===== src/rtl/lfo_gen_multi_if.sv =====
// ============================================================================
// Module : lfo_gen_multi_if
// Brief  : Sample-set handshake between the multi-channel LFO and its consumer
// Rev    : 1.0
// ============================================================================
`default_nettype none

interface lfo_gen_multi_if #(
  parameter int NUM_CH = 2,
  parameter int OUT_W  = 16
);
  logic [NUM_CH*OUT_W-1:0] waveOut;
  logic                    outValid;
  logic                    outReady;

  modport master (output waveOut, output outValid, input outReady);
  modport slave  (input waveOut, input outValid, output outReady);
endinterface

`default_nettype wire


===== src/rtl/lfo_gen_multi.sv =====
// ============================================================================
// Module : lfo_gen_multi
// Brief  : Multi-channel LFO, shared accumulator, time-multiplexed sine table.
//          Define LFO_INTERP_EN for linearly interpolated sine lookup.
// Rev    : 1.0
// ============================================================================
`default_nettype none

module lfo_gen_multi #(
  parameter int NUM_CH  = 2,
  parameter int OUT_W   = 16,
  parameter int ACC_W   = 32,
  parameter int LUT_AW  = 8,
  parameter int SCALE_W = 4
) (
  input  logic                clk,
  input  logic                reset,
  input  logic                i_sampleTick,
  input  logic [ACC_W-1:0]    i_tuningWord,
  input  logic [ACC_W-1:0]    i_phaseOffset,
  input  logic [1:0]          i_waveSel,
  input  logic [SCALE_W-1:0]  i_scaleFactor,
  lfo_gen_multi_if.master     bus,
  output logic                o_busy,
  output logic                o_overrun
);

  localparam int c_DEPTH = 1 << LUT_AW;
  localparam int c_CH_W  = (NUM_CH > 1) ? $clog2(NUM_CH) : 1;
  localparam logic [c_CH_W-1:0]     c_LAST = c_CH_W'(NUM_CH - 1);
  localparam logic [OUT_W-1:0]      c_POS  = {1'b0, {(OUT_W-1){1'b1}}};
  localparam logic [OUT_W-1:0]      c_NEG  = {1'b1, {(OUT_W-2){1'b0}}, 1'b1};

  // Sine entry k of the table, Q30 Taylor series over the first quadrant.
  function automatic logic [OUT_W-1:0] sine_entry(input int k);
    int     n, idx;
    logic   neg;
    longint x, x2, t, s, v, vmax;
    n    = 1 << LUT_AW;
    idx  = k;
    neg  = 1'b0;
    vmax = (64'sd1 <<< (OUT_W - 1)) - 64'sd1;
    if (idx >= n / 2) begin
      idx = idx - n / 2;
      neg = 1'b1;
    end
    if (idx > n / 4) idx = n / 2 - idx;
    x  = (longint'(idx) * 64'sd6746518852) / longint'(n);
    x2 = (x * x) >>> 30;
    t  = 64'sd1 <<< 30;
    for (int i = 6; i >= 1; i--)
      t = (64'sd1 <<< 30) - ((x2 * t) >>> 30) / longint'((2 * i) * (2 * i + 1));
    s = (x * t) >>> 30;
    v = (s * vmax + (64'sd1 <<< 29)) >>> 30;
    if (v > vmax) v = vmax;
    if (neg) v = -v;
    return v[OUT_W-1:0];
  endfunction

  logic [OUT_W-1:0] w_lut [c_DEPTH];
  for (genvar gi = 0; gi < c_DEPTH; gi++) begin : g_lut
    localparam logic [OUT_W-1:0] c_ENTRY = sine_entry(gi);
    assign w_lut[gi] = c_ENTRY;
  end

`ifdef LFO_INTERP_EN
  typedef enum logic [2:0] {IDLE, ADDR, CALC, HOLD, INTERP} state_t;
`else
  typedef enum logic [1:0] {IDLE, ADDR, CALC, HOLD} state_t;
`endif

  state_t r_state, w_next;
  logic   w_latch, w_write, w_last, w_drop;

  logic [ACC_W-1:0]          r_acc, r_p, r_tw, r_off;
  logic [1:0]                r_sel;
  logic [SCALE_W-1:0]        r_scale;
  logic [c_CH_W-1:0]         r_ch;
  logic [OUT_W-1:0]          r_lut;
  logic [NUM_CH*OUT_W-1:0]   r_stage, r_wave, w_stage_new;
  logic                      r_valid, r_overrun;

  logic [LUT_AW-1:0]         w_addr;
  logic [OUT_W:0]            w_q;
  logic [OUT_W-1:0]          w_f, w_sample, w_scaled;
  logic [SCALE_W:0]          w_m;
  logic [OUT_W+SCALE_W+1:0]  w_prod;

  always_ff @(posedge clk or negedge reset) begin
    if (!reset) r_state <= IDLE;
    else        r_state <= w_next;
  end

  always_comb begin
    w_next  = r_state;
    w_latch = 1'b0;
    w_write = 1'b0;
    w_last  = 1'b0;
    w_drop  = i_sampleTick && (r_state != IDLE);
    case (r_state)
      IDLE: if (i_sampleTick) begin
        w_next  = ADDR;
        w_latch = 1'b1;
      end
`ifdef LFO_INTERP_EN
      ADDR:   w_next = INTERP;
      INTERP: w_next = CALC;
`else
      ADDR:   w_next = CALC;
`endif
      CALC: begin
        w_write = 1'b1;
        if (r_ch == c_LAST) begin
          w_last = 1'b1;
          w_next = HOLD;
        end else begin
          w_next = ADDR;
        end
      end
      HOLD:    if (bus.outReady) w_next = IDLE;
      default: w_next = IDLE;
    endcase
  end

  assign w_addr = r_p[ACC_W-1 -: LUT_AW];

  // Triangle folds the top OUT_W+1 phase bits, then recentres around zero.
  always_comb begin
    w_q = r_p[ACC_W-1 -: OUT_W+1];
    w_f = w_q[OUT_W] ? ~w_q[OUT_W-1:0] : w_q[OUT_W-1:0];
    case (r_sel)
      2'b00:   w_sample = r_lut;
      2'b01:   w_sample = {~w_f[OUT_W-1], w_f[OUT_W-2:0]};
      2'b10:   w_sample = r_p[ACC_W-1] ? c_NEG : c_POS;
      default: w_sample = {~r_p[ACC_W-1], r_p[ACC_W-2 -: OUT_W-1]};
    endcase
  end

  assign w_m      = (&r_scale) ? {1'b1, {SCALE_W{1'b0}}} : {1'b0, r_scale};
  assign w_prod   = {{(SCALE_W+2){w_sample[OUT_W-1]}}, w_sample}
                  * {{(OUT_W+1){1'b0}}, w_m};
  assign w_scaled = w_prod[SCALE_W +: OUT_W];

  always_comb begin
    w_stage_new = r_stage;
    w_stage_new[int'(r_ch)*OUT_W +: OUT_W] = w_scaled;
  end

`ifdef LFO_INTERP_EN
  logic [OUT_W-1:0]  r_l1;
  logic [7:0]        r_frac;
  logic [OUT_W:0]    w_diff;
  logic [OUT_W+9:0]  w_dprod;
  assign w_diff  = {r_l1[OUT_W-1], r_l1} - {r_lut[OUT_W-1], r_lut};
  assign w_dprod = {{9{w_diff[OUT_W]}}, w_diff} * {{(OUT_W+2){1'b0}}, r_frac};

  always_ff @(posedge clk or negedge reset) begin
    if (!reset) begin
      r_l1   <= '0;
      r_frac <= '0;
    end else if (r_state == ADDR) begin
      r_l1   <= w_lut[w_addr + LUT_AW'(1)];
      r_frac <= r_p[ACC_W-1-LUT_AW -: 8];
    end
  end

  logic w_unused_interp;
  assign w_unused_interp = ^{w_dprod[7:0], w_dprod[OUT_W+9:OUT_W+8]};
`endif

  always_ff @(posedge clk or negedge reset) begin
    if (!reset) begin
      r_acc     <= '0;
      r_p       <= '0;
      r_tw      <= '0;
      r_off     <= '0;
      r_sel     <= '0;
      r_scale   <= '0;
      r_ch      <= '0;
      r_lut     <= '0;
      r_stage   <= '0;
      r_wave    <= '0;
      r_valid   <= 1'b0;
      r_overrun <= 1'b0;
    end else begin
      r_overrun <= w_drop;
      if (w_latch) begin
        r_tw    <= i_tuningWord;
        r_off   <= i_phaseOffset;
        r_sel   <= i_waveSel;
        r_scale <= i_scaleFactor;
        r_ch    <= '0;
        r_p     <= r_acc;
      end
      if (r_state == ADDR) r_lut <= w_lut[w_addr];
`ifdef LFO_INTERP_EN
      if (r_state == INTERP) r_lut <= r_lut + w_dprod[8 +: OUT_W];
`endif
      if (w_write) begin
        r_stage <= w_stage_new;
        if (w_last) begin
          r_wave  <= w_stage_new;
          r_acc   <= r_acc + r_tw;
          r_valid <= 1'b1;
        end else begin
          r_ch <= r_ch + c_CH_W'(1);
          r_p  <= r_p + r_off;
        end
      end
      if (r_state == HOLD && bus.outReady) r_valid <= 1'b0;
    end
  end

  logic w_unused;
  assign w_unused = ^{w_prod[SCALE_W-1:0], w_prod[OUT_W+SCALE_W+1 -: 2], r_p};

  assign bus.waveOut  = r_wave;
  assign bus.outValid = r_valid;
  assign o_busy       = (r_state != IDLE);
  assign o_overrun    = r_overrun;

endmodule

`default_nettype wire


===== src/flat_wrapper.sv =====
// flat-port wrapper written by rule: the top's interface ports become plain ports
module lfo_gen_multi_flat 
#(
  parameter int NUM_CH  = 2,
  parameter int OUT_W   = 16,
  parameter int ACC_W   = 32,
  parameter int LUT_AW  = 8,
  parameter int SCALE_W = 4
)
  (clk, reset, i_sampleTick, i_tuningWord, i_phaseOffset, i_waveSel, i_scaleFactor, o_busy, o_overrun, bus_waveOut, bus_outValid, bus_outReady);
  lfo_gen_multi_if #(.NUM_CH(NUM_CH), .OUT_W(OUT_W)) bus_i ();
  input  logic clk;
  input  logic reset;
  input  logic i_sampleTick;
  input  logic [ACC_W-1:0] i_tuningWord;
  input  logic [ACC_W-1:0] i_phaseOffset;
  input  logic [1:0] i_waveSel;
  input  logic [SCALE_W-1:0] i_scaleFactor;
  output logic o_busy;
  output logic o_overrun;
  output wire logic [$bits(bus_i.waveOut)-1:0] bus_waveOut;
  output wire logic [$bits(bus_i.outValid)-1:0] bus_outValid;
  input wire logic [$bits(bus_i.outReady)-1:0] bus_outReady;
  assign bus_waveOut = bus_i.waveOut;
  assign bus_outValid = bus_i.outValid;
  assign bus_i.outReady = bus_outReady;
  lfo_gen_multi #(.NUM_CH(NUM_CH), .OUT_W(OUT_W), .ACC_W(ACC_W), .LUT_AW(LUT_AW), .SCALE_W(SCALE_W)) u_core (.clk(clk), .reset(reset), .i_sampleTick(i_sampleTick), .i_tuningWord(i_tuningWord), .i_phaseOffset(i_phaseOffset), .i_waveSel(i_waveSel), .i_scaleFactor(i_scaleFactor), .bus(bus_i), .o_busy(o_busy), .o_overrun(o_overrun));
endmodule

===== config.mk =====
export PLATFORM = sky130hd
export DESIGN_NAME = lfo_gen_multi_flat
export DESIGN_NICKNAME = d
export VERILOG_FILES = /design/src/rtl/lfo_gen_multi_if.sv /design/src/rtl/lfo_gen_multi.sv /design/src/flat_wrapper.sv
export SDC_FILE = /design/constraint.sdc
export NUM_CORES = 1
export LEC_CHECK = 0
export ABC_AREA = 0
export ABC_CLOCK_PERIOD_IN_PS = 14600
export CAP_MARGIN = 20
export CORE_ASPECT_RATIO = 0.6
export CORE_MARGIN = 4
export CORE_UTILIZATION = 35
export CTS_BUF_LIST = sky130_fd_sc_hd__clkbuf_16
export DETAILED_ROUTE_END_ITERATION = 8
export PLACE_DENSITY = 0.54
export SYNTH_ARGS = -nofsm -noshare
export SYNTH_HDL_FRONTEND = slang
export SYNTH_SLANG_ARGS = --single-unit

===== constraint.sdc =====
create_clock -name clk -period 14.6 [get_ports clk]
set_input_delay 3.65 -clock clk [delete_from_list [all_inputs] [get_ports clk]]
set_output_delay 3.65 -clock clk [all_outputs]
set_load 0.02 [all_outputs]

* Word level (Yosys, flattened, before mapping)
Memories as Yosys holds them, arrays and structs flattened. A register that Yosys moved wholly into a read port is not among the register bits. Index checks and enable logic that the tools add are counted.
Word-level totals: memories kept 1, bits in read-only memories 4096, bits of input ports 74, output and inout bits 35, register bits after elaboration 203
Memory list:
- (no name shown) | words 256, width 16, read ports 1, clocked after memory_dff 1, write ports 0, RTL line lfo_gen_multi.sv:195 | if (r_state == ADDR) r_lut <= w_lut[w_addr];
Cells by class: mux-type cells 23, shift-type cells 2, reductions and logical operators 12, multiply operators 1, eq/ne operators 7, bitwise gates (word level) 4, add/sub/neg operators 4
Operators by type and width (count):
- 32-bit 2-to-1 mux | 3
- 32-bit adder | 2
- 16-bit one-hot mux with 3 select lines | 1
- 5-bit negation with 33-bit output | 1
- 16-bit by 33-bit variable shift with 32-bit output, first input constant | 1
- 16-bit by 33-bit variable part select with 32-bit output | 1
- 32-bit bitwise mux | 1
- 16-bit 2-to-1 mux | 2
- 16-bit by 6-bit multiplier with 20-bit output | 1
- 16-bit inverter | 1
- 1-bit 2-to-1 mux | 11
- 8-bit inverter with 9-bit output | 1
- 2-bit one-hot mux with 4 select lines | 1
- 2-bit == test, second input constant | 3
- 2-bit 2-to-1 mux | 3
- 2-bit AND reduction | 3
- 2-bit nonzero test | 3
- 5-bit 2-to-1 mux | 1
- 2-bit by 1-bit == test with 1-bit output, second input constant | 2
- 2-bit zero test | 2
- 2-bit inequality test, second input constant | 2
- 4-bit AND reduction | 1
- 1-bit logical AND | 2
- 1-bit inverter | 2
- other kinds (2) | 2

* Logic depth before layout (Yosys ltp)
depth after elaboration 7, mapped depth 24

* Worst setup path after synthesis
No wires, ideal clock.
path kind flip-flop to flip-flop, from reg u_core.r_sel[0], to reg u_core.r_stage[13], clock period less this slack 5439 ps, stages on the path, launching flop included 22, data arrival time 5304 ps, library setup time 135 ps, data required time 14465 ps, path slack 9161 ps, path through dfrtp_1 -> buf_2 -> buf_1 -> buf_1 -> a211oi_1 -> a31oi_1 -> nor2_1 -> fa_1 -> inv_1 -> fa_1 -> fa_1 -> inv_1 -> ha_1 -> a21o_1 -> a21oi_2 -> o21bai_1 -> a2111oi_4 -> o31ai_1 -> a211o_1 -> a31oi_1 -> xor2_1 -> o21ai_0
Between the ends: cells in the longest elaborated chain, start to end 5, elaborated cells between the ends (all ways) 7, classes of those cells mul: 1; eq/ne: 2; shift: 1; mux: 2; reduce/logical: 1
RTL lines:
- from (decl) | RTL line lfo_gen_multi.sv:76 | logic [1:0] r_sel;
- from (signal assigned) | RTL line lfo_gen_multi.sv:190 | r_sel <= i_waveSel;
- 2-bit == test, or another cell as far along | RTL line lfo_gen_multi.sv:131 | case (r_sel)
- 16-bit one-hot mux with 3 select lines * | RTL line lfo_gen_multi.sv:131
- 16-bit by 6-bit multiplier with 20-bit output * | RTL line lfo_gen_multi.sv:141 | * {{(OUT_W+1){1'b0}}, w_m};
- 16-bit by 33-bit variable part select with 32-bit output * | RTL line lfo_gen_multi.sv:146 | w_stage_new[int'(r_ch)*OUT_W +: OUT_W] = w_scaled;
- 32-bit bitwise mux * | RTL line lfo_gen_multi.sv:146
- to (signal assigned) | RTL line lfo_gen_multi.sv:200 | r_stage <= w_stage_new;
- to (decl) | RTL line lfo_gen_multi.sv:80 | logic [NUM_CH*OUT_W-1:0] r_stage, r_wave, w_stage_new;
Mark *: on every way between the ends. The rest lies on a longest branch, timed or not. A chain may end at the register's enable or synchronous reset.

* Worst setup path in the final report
from reg u_core.r_scale[2], to reg u_core.r_stage[13]
Between the ends: cells in the longest elaborated chain, start to end 5
RTL lines:
- from (decl) | RTL line lfo_gen_multi.sv:77 | logic [SCALE_W-1:0] r_scale;
- from (signal assigned) | RTL line lfo_gen_multi.sv:191 | r_scale <= i_scaleFactor;
- 4-bit AND reduction | RTL line lfo_gen_multi.sv:139 | assign w_m = (&r_scale) ? {1'b1, {SCALE_W{1'b0}}} : {1'b0, r_scale};
- 5-bit 2-to-1 mux * | RTL line lfo_gen_multi.sv:139
- 16-bit by 6-bit multiplier with 20-bit output * | RTL line lfo_gen_multi.sv:141
- 16-bit by 33-bit variable part select with 32-bit output * | RTL line lfo_gen_multi.sv:146
- 32-bit bitwise mux * | RTL line lfo_gen_multi.sv:146
Marked as above.

==> impl_metrics.yaml <==
status:
  status: "completed"
placement:
  port_buffers: 108
  gp_congestion: 1.04
  dp_hpwl_um: 46700
  dpl_worst_slack_ps: 8060
timing:
  rsz0062_at_grt: "no"
  max-slew-margin-rel_pct: 22.9
  finalCriticalPeriod_ps: 6310
  fin_skew_ps: 25.1
  tns_ps: 0
  fin_ws_ps: 8290
  clock.fmax_mhz: 159
  tightest_slew_ps: 1150
  finalHoldViolations: 0
  setup-violations-final: 0
  post-route-period-util_pct: 43.2
  slew_violations: 0
logic_synthesis:
  syn_area_per_cell_um2: 8.16
  synth_enable_flop_cells: 0
  ys_types: 69
  synth_area_um2: 17600
  netlist_instances: 2152
  yosys_most_used_dff: "dfrtp_1"
  synthArstFlopShare_pct: 100
  syn_nets: 2390
  yosysSeqAreaShare_pct: 28.9
  ys_seq_elements: 203
  ys_warn_count: 0
critical_path:
  crit_path_end_kind: "flip-flop"
  reg2reg_slack_ps: 8290
  cp-startpoint: "u_core.r_scale[2]"
  r2r_cells: 18
  critPathMaxStageDelay_ps: 850
  crit_type: "reg -> reg"
  critPathMostFrequentCell: "fa_1"
  path_cells: "nand4_1 > nand2_1 > nor2_1 > fa_1 > inv_1 > fa_1 > fa_1 > inv_1 > ha_1 > a21o_1 > a21oi_2 > o21bai_1 > a2111oi_4 > o31ai_1 > a211o_1 > a31oi_1 > xor2_1 > o21ai_0"
  critPathLaunchType: "flip-flop"
  r2r-end: "u_core.r_stage[13]"
  cp.arrival_ps: 6690
  crit_fanout: 18
  required_ps: 14990
  rr_startpoint: "u_core.r_scale[2]"
  critPathSlowestCell: "nand2_1"
floorplanning:
  core_area_um2: 49500
  die-area_um2: 53900
  die-width_um: 297
  fp.dieH_um: 182
  rows: 63
  io_pins: 109
  start_util_pct: 35.5
clock_tree:
  cts_inserted_buffers: 24
  cts_sinks: 203
  htreeDepth: 1
  path_clk_slew_ps: 70
  clk_path_buf_depth: 3
  cts_tree: "yes"
  ctsHoldBuffers: 0
  clock-root-buffer: "clkbuf_16"
  post_cts_buffers: 0
  ctsResizeCount: 0
  clock_latency_ps: 550
cells_and_area:
  syn_to_final_growth_pct: 13.2
  final_cell_mix: "nand2_1 (314), dfrtp_1 (199), nor2_1 (197)"
  mostFrequentLayoutCell: "nand2_1"
  fin_nets: 2413
  fillerInstances: 5023
  drive_above_1_share_pct: 8.44
  antennaDiodeCount: 0
global_route:
  antenna_found_initial: 0
  grt_pass1_wl_um: 96500
  grt_overflow_total: 0
  grt_usage_pct: 22.6
  grt_pass1_vias: 15600
  grt_max_degree: 87
worst_hold_path:
  hold_path.class: "reg -> reg"
  worstHoldEndpoint: "u_core.bus.waveOut[13]"
  min_from: "u_core.r_stage[13]"
  hold_depth: 2
routing:
  drc: 0
  wl_per_cell_um: 22.1
  vias: 16500
  first_pass_iters: 5
  wl_um: 62900
  vias_per_cell: 5.80
  drtAntennaViolNets: 0
  dr.first_iter.drc_count: 1865
flow_run:
  maxCapViolCount: 0
[final cells by class]
type	count	area, µm²	area share, %
clock buffer	24	601	3.02
clock inverter	20	116	0.585
inverter	115	432	2.17
multi-input combinational	1691	11500	57.9
sequential	203	5090	25.6
tap	650	813	4.09
timing repair buffer	140	1330	6.67
[cells in the mapped netlist (5+ instances only)]
| library cell | count | area share [%] |
|---|---|---|
| o21ai_0 | 183 | 5.2 |
| nand3_1 | 44 | 1.3 |
| clkbuf_1 | 103 | 2.2 |
| nor3_1 | 31 | 0.88 |
| a31oi_1 | 44 | 1.6 |
| buf_2 | 16 | 0.46 |
| o22ai_1 | 9 | 0.32 |
| nand4_1 | 6 | 0.21 |
| a211oi_1 | 53 | 2.3 |
| a21o_1 | 41 | 1.8 |
| o21bai_1 | 9 | 0.38 |
| inv_1 | 113 | 2.4 |
| a311oi_1 | 14 | 0.70 |
| o211a_1 | 6 | 0.34 |
| nor2_1 | 199 | 4.3 |
| a221oi_1 | 6 | 0.30 |
| o21a_1 | 11 | 0.47 |
| a21boi_0 | 7 | 0.30 |
| xor2_1 | 30 | 1.5 |
| o311ai_0 | 18 | 0.90 |
| nand2_1 | 314 | 6.7 |
| mux2i_1 | 18 | 1.0 |
| fa_1 | 48 | 5.5 |
| o31ai_1 | 18 | 0.77 |
| dfrtp_1 | 203 | 29 |
| buf_1 | 22 | 0.47 |
| xnor2_1 | 49 | 2.4 |
| or2_2 | 16 | 0.57 |
| nand2b_1 | 29 | 1.0 |
| mux2_2 | 73 | 4.7 |
| o221ai_1 | 6 | 0.30 |
| or3_1 | 12 | 0.43 |
| and2_1 | 7 | 0.25 |
| ha_1 | 116 | 8.3 |
| and3_1 | 8 | 0.29 |
| o2111ai_1 | 6 | 0.30 |
| a221o_1 | 5 | 0.29 |
| o211ai_1 | 21 | 0.90 |
| nor2b_1 | 21 | 0.75 |
| mux4_2 | 11 | 1.4 |
| a21oi_1 | 149 | 4.2 |
[logic make-up (layout without fill, tap and decap cells)]
logic type	after synthesis	count (layout)	share of synthesized area, %
flip-flops	203	203	28.9
AO/OA/AOI/OAI	642	642	23.2
adder cells (fa/ha/maj)	164	164	13.7
buffers and inverters	258	299	5.69
AND/OR/NAND/NOR	704	704	17.4
multiplexers	102	102	7.12
XOR/XNOR	79	79	3.94
[worst max-delay path: cells and delay by family, from the launching register on]
kind            cells  cell delay [ps]
fa+ha+maj           4             1900
compound gates      8             1820
simple gates        3             1720
flops               1              430
xor+xnor            1              210
buf+inv             2               90
[layer usage]
layer,up-vias,routed length (µm),global-route usage [%]
met4,0,1220,4.26
met1,8036,30900,35.7
li1,7671,-,-
met5,-,0,0
met2,715,24800,30.6
met3,80,6050,5.83
[worst max-delay path by stage]
stage / to / cells after the start
global placement: u_core.r_p[19] / 8
finish: u_core.r_stage[13] / 18
CTS: u_core.r_stage[13] / 18
detailed placement: u_core.r_p[19] / 8
global route: u_core.r_stage[13] / 18
floorplan: u_core.r_stage[13] / 21
[through the flow]
step | hold slack [ps] | cells | instance area [µm²] | utilization (%)
floorplan | 439 | 2152 | 17600 | -
global placement | 451 | 2799 | 19200 | 38.7
detailed placement | 455 | 2799 | 19200 | 38.7
CTS | 466 | 2843 | 19900 | 40.2
global route | 487 | 2843 | 19900 | 40.2
finish | 464 | 2843 | 19900 | 40.2
[flip-flops by register name, indices dropped and copies added (netlist names)]
name / flops
u_core.bus.waveOut: 32
u_core.r_acc: 32
u_core.r_off: 32
u_core.r_p: 32
u_core.r_tw: 32
u_core.r_lut: 16
u_core.r_stage: 16
u_core.r_scale: 4
u_core.r_sel: 2
u_core.r_state: 2
u_core.bus.outValid: 1
u_core.o_overrun: 1
u_core.r_ch: 1
Power is not shown: default switching activity piles up to over one toggle a cycle in this logic, so the estimate is an artifact.
